`src/rtl/cl_pkg.sv`:
```
// Shared definitions for the CameraLink frame capture front end.
//   cl_state_t : capture state machine encoding
//   CL_BASE_W  : beat width in base (24-bit, ports A..C) mode
//   CL_MED_W   : beat width in medium (48-bit, ports A..F) mode
package cl_pkg;
  localparam int CL_BASE_W = 24;
  localparam int CL_MED_W  = 48;

  typedef enum logic [2:0] {
    ST_IDLE,
    ST_SYNC,
    ST_WAIT_FV,
    ST_ACTIVE,
    ST_END
  } cl_state_t;
endpackage

```
`src/rtl/cl_frame_capture_if.sv`:
```
// Bus bundles for the capture front end.
//   cl_link_if : deserialized tap bus plus FVAL/LVAL/DVAL strobes
//                (master = camera side, slave = capture block)
//   cl_pix_if  : pixel-word stream toward the DMA packer plus frame markers
//                (master = capture block, slave = consumer)
interface cl_link_if;
  import cl_pkg::*;
  logic [CL_MED_W-1:0] cl_data;
  logic                cl_fval;
  logic                cl_lval;
  logic                cl_dval;

  modport master (output cl_data, cl_fval, cl_lval, cl_dval);
  modport slave  (input  cl_data, cl_fval, cl_lval, cl_dval);
endinterface

interface cl_pix_if;
  import cl_pkg::*;
  logic [CL_MED_W-1:0] pix_data;
  logic                pix_vld;
  logic                pix_end;
  logic                pix_sel;
  logic                frame_rst;

  modport master (output pix_data, pix_vld, pix_end, pix_sel, frame_rst);
  modport slave  (input  pix_data, pix_vld, pix_end, pix_sel, frame_rst);
endinterface

```
`src/rtl/cl_sig_edge.sv`:
```
// Two-stage register for a group of strobes with edge detection.
//   clk_i, rst_i : clock, synchronous active-high reset
//   sig_i        : raw strobes
//   s1_o         : strobes after the first register stage
//   rise_o/fall_o: per-bit edges of s1 measured against the second stage
module cl_sig_edge #(
  parameter int N = 3
) (
  input  logic         clk_i,
  input  logic         rst_i,
  input  logic [N-1:0] sig_i,
  output logic [N-1:0] s1_o,
  output logic [N-1:0] rise_o,
  output logic [N-1:0] fall_o
);
  logic [N-1:0] s1_q;
  logic [N-1:0] s2_q;

  always_ff @(posedge clk_i) begin
    if (rst_i) begin
      s1_q <= '0;
      s2_q <= '0;
    end else begin
      s1_q <= sig_i;
      s2_q <= s1_q;
    end
  end

  assign s1_o   = s1_q;
  assign rise_o = s1_q & ~s2_q;
  assign fall_o = ~s1_q & s2_q;
endmodule

```
`src/rtl/cl_frame_capture.sv`:
```
// CameraLink frame capture front end. Gates capture to whole frames, selects
// 24/48-bit beats, clips lines to the configured width, and keeps line/frame
// counters plus sticky geometry error flags.
//   sys_clk, sys_rst        : clock, synchronous active-high reset
//   cl  (cl_link_if.slave)  : tap bus and FVAL/LVAL/DVAL
//   pix (cl_pix_if.master)  : pix_data/pix_vld/pix_end/pix_sel/frame_rst
//   cfg_arm                 : one-cycle start pulse, clears error flags
//   cfg_continuous          : re-arm after every frame
//   cfg_medium              : 1 = 48-bit beats
//   cfg_width, cfg_height   : beats per line, lines per frame
//   busy                    : state machine not idle
//   line_cnt, frame_cnt     : lines in current/last frame, completed frames
//   err_short_line, err_long_line, err_height : sticky geometry errors
module cl_frame_capture
  import cl_pkg::*;
#(
  parameter int WIDTH_W  = 16,
  parameter int HEIGHT_W = 16
) (
  input  logic                sys_clk,
  input  logic                sys_rst,
  cl_link_if.slave            cl,
  cl_pix_if.master            pix,
  input  logic                cfg_arm,
  input  logic                cfg_continuous,
  input  logic                cfg_medium,
  input  logic [WIDTH_W-1:0]  cfg_width,
  input  logic [HEIGHT_W-1:0] cfg_height,
  output logic                busy,
  output logic [HEIGHT_W-1:0] line_cnt,
  output logic [15:0]         frame_cnt,
  output logic                err_short_line,
  output logic                err_long_line,
  output logic                err_height
);

  // Line counter holds at all-ones instead of wrapping.
  function automatic logic [HEIGHT_W-1:0] sat_inc_line(input logic [HEIGHT_W-1:0] v);
    return (&v) ? v : v + 1'b1;
  endfunction

  // ---- s1/s2: input registers and strobe edges ----
  logic [CL_MED_W-1:0] data_s1_q;
  logic [2:0]          strb_s1;
  logic [2:0]          strb_rise;
  logic [2:0]          strb_fall;

  always_ff @(posedge sys_clk) begin
    data_s1_q <= cl.cl_data;
  end

  // Bit order: 0 = FVAL, 1 = LVAL, 2 = DVAL.
  cl_sig_edge #(.N(3)) u_strb_edge (
    .clk_i  (sys_clk),
    .rst_i  (sys_rst),
    .sig_i  ({cl.cl_dval, cl.cl_lval, cl.cl_fval}),
    .s1_o   (strb_s1),
    .rise_o (strb_rise),
    .fall_o (strb_fall)
  );

  logic fval_s1;
  logic beat_s1;
  logic fv_rise;
  logic fv_fall;
  logic lv_fall;
  logic unused_edges;

  assign fval_s1      = strb_s1[0];
  assign beat_s1      = &strb_s1;
  assign fv_rise      = strb_rise[0];
  assign fv_fall      = strb_fall[0];
  assign lv_fall      = strb_fall[1];
  assign unused_edges = ^{strb_rise[2:1], strb_fall[2]};

  // ---- FSM and counters; all outputs registered from here ----
  cl_state_t           state_q,      state_d;
  logic [WIDTH_W-1:0]  width_q,      width_d;
  logic [HEIGHT_W-1:0] height_q,     height_d;
  logic [WIDTH_W-1:0]  beat_cnt_q,   beat_cnt_d;
  logic [HEIGHT_W-1:0] line_cnt_q,   line_cnt_d;
  logic [15:0]         frame_cnt_q,  frame_cnt_d;
  logic                sel_q,        sel_d;
  logic                err_short_q,  err_short_d;
  logic                err_long_q,   err_long_d;
  logic                err_height_q, err_height_d;
  logic [CL_MED_W-1:0] pix_data_q,   pix_data_d;
  logic                pix_vld_q,    pix_vld_d;
  logic                pix_end_q,    pix_end_d;
  logic                frame_rst_q,  frame_rst_d;

  always_comb begin
    state_d      = state_q;
    width_d      = width_q;
    height_d     = height_q;
    beat_cnt_d   = beat_cnt_q;
    line_cnt_d   = line_cnt_q;
    frame_cnt_d  = frame_cnt_q;
    sel_d        = sel_q;
    err_short_d  = err_short_q;
    err_long_d   = err_long_q;
    err_height_d = err_height_q;
    pix_data_d   = pix_data_q;
    pix_vld_d    = 1'b0;
    pix_end_d    = 1'b0;
    frame_rst_d  = 1'b0;

    case (state_q)
      ST_IDLE: begin
        if (cfg_arm) begin
          err_short_d  = 1'b0;
          err_long_d   = 1'b0;
          err_height_d = 1'b0;
          state_d      = ST_SYNC;
        end
      end

      // Never start mid-frame: wait for FVAL low first.
      ST_SYNC: begin
        if (!fval_s1) state_d = ST_WAIT_FV;
      end

      // A beat arriving together with the FVAL rise is not captured; the
      // first capturable beat is one cycle later, after frame_rst.
      ST_WAIT_FV: begin
        if (fv_rise) begin
          frame_rst_d = 1'b1;
          sel_d       = cfg_medium;
          width_d     = cfg_width;
          height_d    = cfg_height;
          line_cnt_d  = '0;
          beat_cnt_d  = '0;
          state_d     = ST_ACTIVE;
        end
      end

      ST_ACTIVE: begin
        if (beat_s1) begin
          if (beat_cnt_q < width_q) begin
            pix_vld_d  = 1'b1;
            pix_data_d = sel_q ? data_s1_q
                               : {{(CL_MED_W-CL_BASE_W){1'b0}}, data_s1_q[CL_BASE_W-1:0]};
            beat_cnt_d = beat_cnt_q + 1'b1;
          end else begin
            err_long_d = 1'b1;
          end
        end
        // A line ending in the same cycle as the frame is still counted here.
        if (lv_fall) begin
          if (beat_cnt_q < width_q) err_short_d = 1'b1;
          line_cnt_d = sat_inc_line(line_cnt_q);
          beat_cnt_d = '0;
        end
        // pix_end is raised on the transition so it lines up with END.
        if (fv_fall) begin
          pix_end_d = 1'b1;
          state_d   = ST_END;
        end
      end

      ST_END: begin
        if (line_cnt_q != height_q) err_height_d = 1'b1;
        frame_cnt_d = frame_cnt_q + 16'd1;
        state_d     = cfg_continuous ? ST_WAIT_FV : ST_IDLE;
      end

      default: state_d = ST_IDLE;
    endcase
  end

  always_ff @(posedge sys_clk) begin
    if (sys_rst) begin
      state_q      <= ST_IDLE;
      width_q      <= '0;
      height_q     <= '0;
      beat_cnt_q   <= '0;
      line_cnt_q   <= '0;
      frame_cnt_q  <= '0;
      sel_q        <= 1'b0;
      err_short_q  <= 1'b0;
      err_long_q   <= 1'b0;
      err_height_q <= 1'b0;
      pix_data_q   <= '0;
      pix_vld_q    <= 1'b0;
      pix_end_q    <= 1'b0;
      frame_rst_q  <= 1'b0;
    end else begin
      state_q      <= state_d;
      width_q      <= width_d;
      height_q     <= height_d;
      beat_cnt_q   <= beat_cnt_d;
      line_cnt_q   <= line_cnt_d;
      frame_cnt_q  <= frame_cnt_d;
      sel_q        <= sel_d;
      err_short_q  <= err_short_d;
      err_long_q   <= err_long_d;
      err_height_q <= err_height_d;
      pix_data_q   <= pix_data_d;
      pix_vld_q    <= pix_vld_d;
      pix_end_q    <= pix_end_d;
      frame_rst_q  <= frame_rst_d;
    end
  end

  assign pix.pix_data    = pix_data_q;
  assign pix.pix_vld     = pix_vld_q;
  assign pix.pix_end     = pix_end_q;
  assign pix.pix_sel     = sel_q;
  assign pix.frame_rst   = frame_rst_q;
  assign busy            = (state_q != ST_IDLE);
  assign line_cnt        = line_cnt_q;
  assign frame_cnt       = frame_cnt_q;
  assign err_short_line  = err_short_q;
  assign err_long_line   = err_long_q;
  assign err_height      = err_height_q;
endmodule

```
`src/flat_wrapper.sv`:
```
// flat-port wrapper written by rule: the top's interface ports become plain ports
module cl_frame_capture_flat import cl_pkg::*;
#(
  parameter int WIDTH_W  = 16,
  parameter int HEIGHT_W = 16
)
  (sys_clk, sys_rst, cfg_arm, cfg_continuous, cfg_medium, cfg_width, cfg_height, busy, line_cnt, frame_cnt, err_short_line, err_long_line, err_height, cl_cl_data, cl_cl_fval, cl_cl_lval, cl_cl_dval, pix_pix_data, pix_pix_vld, pix_pix_end, pix_pix_sel, pix_frame_rst);
  cl_link_if cl_i ();
  cl_pix_if pix_i ();
  input  logic sys_clk;
  input  logic sys_rst;
  input  logic cfg_arm;
  input  logic cfg_continuous;
  input  logic cfg_medium;
  input  logic [WIDTH_W-1:0] cfg_width;
  input  logic [HEIGHT_W-1:0] cfg_height;
  output logic busy;
  output logic [HEIGHT_W-1:0] line_cnt;
  output logic [15:0] frame_cnt;
  output logic err_short_line;
  output logic err_long_line;
  output logic err_height;
  input wire logic [$bits(cl_i.cl_data)-1:0] cl_cl_data;
  input wire logic [$bits(cl_i.cl_fval)-1:0] cl_cl_fval;
  input wire logic [$bits(cl_i.cl_lval)-1:0] cl_cl_lval;
  input wire logic [$bits(cl_i.cl_dval)-1:0] cl_cl_dval;
  output wire logic [$bits(pix_i.pix_data)-1:0] pix_pix_data;
  output wire logic [$bits(pix_i.pix_vld)-1:0] pix_pix_vld;
  output wire logic [$bits(pix_i.pix_end)-1:0] pix_pix_end;
  output wire logic [$bits(pix_i.pix_sel)-1:0] pix_pix_sel;
  output wire logic [$bits(pix_i.frame_rst)-1:0] pix_frame_rst;
  assign cl_i.cl_data = cl_cl_data;
  assign cl_i.cl_fval = cl_cl_fval;
  assign cl_i.cl_lval = cl_cl_lval;
  assign cl_i.cl_dval = cl_cl_dval;
  assign pix_pix_data = pix_i.pix_data;
  assign pix_pix_vld = pix_i.pix_vld;
  assign pix_pix_end = pix_i.pix_end;
  assign pix_pix_sel = pix_i.pix_sel;
  assign pix_frame_rst = pix_i.frame_rst;
  cl_frame_capture #(.WIDTH_W(WIDTH_W), .HEIGHT_W(HEIGHT_W)) u_core (.sys_clk(sys_clk), .sys_rst(sys_rst), .cl(cl_i), .pix(pix_i), .cfg_arm(cfg_arm), .cfg_continuous(cfg_continuous), .cfg_medium(cfg_medium), .cfg_width(cfg_width), .cfg_height(cfg_height), .busy(busy), .line_cnt(line_cnt), .frame_cnt(frame_cnt), .err_short_line(err_short_line), .err_long_line(err_long_line), .err_height(err_height));
endmodule
```
`config.mk`:
```
export PLATFORM = sky130hd
export DESIGN_NAME = cl_frame_capture_flat
export DESIGN_NICKNAME = d
export VERILOG_FILES = /design/src/rtl/cl_pkg.sv /design/src/rtl/cl_frame_capture_if.sv /design/src/rtl/cl_sig_edge.sv /design/src/rtl/cl_frame_capture.sv /design/src/flat_wrapper.sv
export SDC_FILE = /design/constraint.sdc
export NUM_CORES = 1
export LEC_CHECK = 0
export CORE_UTILIZATION = 46
export CTS_BUF_LIST = sky130_fd_sc_hd__clkbuf_8
export CTS_CLUSTER_DIAMETER = 120
export CTS_CLUSTER_SIZE = 30
export DETAILED_ROUTE_END_ITERATION = 16
export GPL_ROUTABILITY_DRIVEN = 0
export PLACE_DENSITY = 0.78
export SETUP_SLACK_MARGIN = 0.3
export SYNTH_ARGS = -nofsm -noshare
export SYNTH_HDL_FRONTEND = slang
export SYNTH_SLANG_ARGS = --single-unit
```
`constraint.sdc`:
```
create_clock -name sys_clk -period 2 [get_ports sys_clk]
set_input_delay 0.5 -clock sys_clk [delete_from_list [all_inputs] [get_ports sys_clk]]
set_output_delay 0.5 -clock sys_clk [all_outputs]
set_load 0.01 [all_outputs]
```
==> flow_metrics.tcl, run 1 <==
set metrics [dict create \
    io_pins 176 \
    ys_seq_area_frac 0.5225 \
    grt_usage 0.2699 \
    synth_nets 919 \
    hold_path.class "in -> reg" \
    synthCells 813 \
    met1_usage 0.3375 \
    place_ws_ns -0.4207 \
    firstDrtPassIters 5 \
    n_fill_cell 1099 \
    antenna_cells 0 \
    cp-end-kind "register" \
    power_mw 7.323 \
    antenna_found_initial 0 \
    yosys_warnings 0 \
    ys_types 60 \
    clock_path_buffers 2 \
    period_needed_ns 2.386 \
    wl_per_cell_um 17.34 \
    top_usage_layer "met2" \
    status "finished with violations" \
    max-cap-violations 0 \
    hpwl_um 12640 \
    ys_top_cells_by_count "dfxtp_1, nand2_1, a21oi_1" \
    hold_violations 0 \
    critPathKind "reg -> reg" \
    register_area_um2 3921 \
    power.leakage_nw 4.443 \
    wirelength_um 22700 \
    rows 45 \
    grt_setup_unrepaired "true" \
    period_share 1.193 \
    ant_nets 0 \
    critPathLaunchType "register" \
    ys.flop_type "dfxtp_1" \
    yosysTopAreaCellShare 0.5225 \
    maxSlewHeadroom 0.3715 \
    setup_tns_ns -19.52 \
    multi_input_area_um2 3810 \
    drive_above_1_share 0.2951 \
    cts_sinks 191 \
    violations "negative setup slack" \
    die_area_um2 16420 \
    fin_worst_skew_ns 0.01659 \
    setup_viol 67 \
    clkTransAtPathRegs_ns 0.10 \
    max_freq_ghz 0.4191 \
    ys_async_sr_fraction 0 \
    grt_pass1_wl_um 34040 \
    drcViolationCount 0 \
    worst_pin_slew_ns 0.9428 \
    numCtsBuffers 17 \
    grt_max_degree 74 \
    clock-root-buffer "clkbuf_8" \
    dr.first_iter.drc_count 435 \
    cts_tree "done" \
    via_per_inst 5.350 \
    vias 7003 \
    netlist_area_um2 7318 \
    crit_path_max_fanout 8 \
    port-buffer-count 175 \
    die_w_um 128.1 \
    worst_slack_ns -0.3860 \
    worstPathRequired_ns 2.36 \
    h-tree-depth 4 \
    core_um2 15370 \
    met3_usage 0.06720 \
    netlist_top_cells_area "dfxtp_1, nand2_1, a21oi_1" \
    start_util 0.4761 \
    final_core_util 0.7250 \
    synth.most_common_cell "dfxtp_1" \
    area_growth_pct 52.28 \
    synth-seq-cells 191 \
    avgSynthCellArea_um2 9.002 \
    irDropWorstVdd_v 0.0004870 \
    grt_pass1_vias 6651 \
    synth-edff-count 0 \
    grt_overflow_total 0 \
    power_density_nw_per_um2 657.1 \
    layout.nets 1192 \
    cp.arrival_ns 2.75 \
    slew_violations 0 \
    worstSkewPairLatency_ns 0.47 \
    synth_top_area_cell "dfxtp_1" \
    grt_use_met2 0.4450 \
    die_h_um 128.1 \
]
[repair_timing]
item	in CTS	in global routing
setup endpoints to repair	199	138
hold buffers	0	0
buffers inserted	36	17
cloned	13	0
pin swaps	67	52
gates resized for setup	216	90
[layout by cell type (no fill, tap or decap), types with 6 or more instances in the layout]
| cell type | count |
|---|---|
| a21oi_1 | 70 |
| a21oi_2 | 27 |
| and3_1 | 7 |
| and4_4 | 7 |
| buf_12 | 9 |
| buf_2 | 7 |
| buf_4 | 78 |
| buf_6 | 27 |
| clkbuf_8 | 18 |
| clkdlybuf4s50_1 | 86 |
| dfxtp_1 | 147 |
| dfxtp_2 | 27 |
| dfxtp_4 | 17 |
| dlygate4sd2_1 | 73 |
| ha_1 | 8 |
| ha_4 | 10 |
| inv_1 | 16 |
| nand2_1 | 150 |
| nand2_2 | 14 |
| nand3_1 | 38 |
| nand3_2 | 12 |
| nand4_1 | 25 |
| nor2_1 | 38 |
| nor2b_1 | 8 |
| o211ai_1 | 10 |
| o21ai_0 | 6 |
| or3_1 | 7 |
| or4_1 | 10 |
| xnor2_1 | 14 |
| xor2_1 | 25 |
[layer usage]
layer  vias up  share of wire
met5         -              0
met4         0          0.029
met3        51          0.057
met2       237           0.50
met1      3365           0.42
li1       3350              -
[report_power, final]
part,internal (mW),switching [mW],leakage [nW]
sequential,3.89,0.0601,1.59
clock,0.912,1.41,0.188
combinational,0.541,0.508,2.67
total,5.34,1.98,4.44
[final cells by class]
| type | count | area share |
|---|---|---|
| Sequential cell | 191 | 0.3519 |
| Clock buffer | 18 | 0.02223 |
| Clock inverter | 13 | 0.009543 |
| Timing Repair Buffer | 289 | 0.2441 |
| Tap cell | 211 | 0.02369 |
| Inverter | 20 | 0.006736 |
| Multi-Input combinational cell | 567 | 0.3419 |
[cells by family (layout without fill, tap and decap cells)]
group | Yosys count | after routing | synth area share
and+or+nand+nor | 363 | 371 | 0.2445
DFF | 191 | 191 | 0.5225
AOI/OAI and AO/OA | 137 | 137 | 0.1094
buffers and inverters | 63 | 340 | 0.04325
xor gates and xnor gates | 39 | 39 | 0.04667
adders and majority gates | 18 | 18 | 0.03078
muxes | 2 | 2 | 0.002906
[sequential cells by signal, summed over array words and instances, names as in the netlist, 2 cells and up]
register	flops
u_core.u_strb_edge.s1_o	3
u_core.pix.pix_data	48
u_core.height_q	16
u_core.frame_cnt	16
u_core.u_strb_edge.s2_q	2
u_core.state_q	3
u_core.line_cnt	16
u_core.beat_cnt_q	16
u_core.width_q	16
u_core.data_s1_q	48
[worst paths after layout]
path,startpoint,cells past startpoint,slack [ns],end
worst max register to register,u_core.width_q[15],9,-0.39,u_core.beat_cnt_q[0]
worst min register to register,u_core.data_s1_q[21],2,0.45,u_core.pix.pix_data[21]
worst max-delay path,u_core.width_q[15],9,-0.39,u_core.beat_cnt_q[0]
worst min-delay path,sys_rst,2,0.27,u_core.beat_cnt_q[13]
[critical path, stage by stage, from the launching register on]
cell	delay (ns)
dfxtp_2	0.36
inv_2	0.05
ha_4	0.26
nand4_1	0.17
nor2_2	0.20
or4b_4	0.58
buf_6	0.16
nand4_4	0.19
nor2_4	0.05
mux2_2	0.25
[metrics by stage]
stage	area (um^2)	std cells	hold slack, ns
final	11140	1309	0.2730
after global routing	11140	1309	0.2512
after CTS	10750	1292	0.2442
after detailed placement	9646	1212	0.4304
after global placement	9646	1212	0.4222
after floorplan	7458	813	0.4174
Power figures use the tool's default switching activity.
==> run 2: changes to the inputs <==
--- a/config.mk
+++ b/config.mk
@@ -5,6 +5,7 @@
 export SDC_FILE = /design/constraint.sdc
 export NUM_CORES = 1
 export LEC_CHECK = 0
+export CAP_MARGIN = 20
 export CORE_UTILIZATION = 46
 export CTS_BUF_LIST = sky130_fd_sc_hd__clkbuf_8
 export CTS_CLUSTER_DIAMETER = 120
==> results of run 2 <==
No change in the layout: final DEF, timing and power equal those of run 1.
==> run 3: changes to the inputs <==
--- a/config.mk
+++ b/config.mk
@@ -8,10 +8,9 @@
 export CAP_MARGIN = 20
 export CORE_UTILIZATION = 46
 export CTS_BUF_LIST = sky130_fd_sc_hd__clkbuf_8
-export CTS_CLUSTER_DIAMETER = 120
+export CTS_CLUSTER_DIAMETER = 60
 export CTS_CLUSTER_SIZE = 30
 export DETAILED_ROUTE_END_ITERATION = 16
-export GPL_ROUTABILITY_DRIVEN = 0
 export PLACE_DENSITY = 0.78
 export SETUP_SLACK_MARGIN = 0.3
 export SYNTH_ARGS = -nofsm -noshare
==> results of run 3 <==
No change in the layout: final DEF, timing and power equal those of run 1.
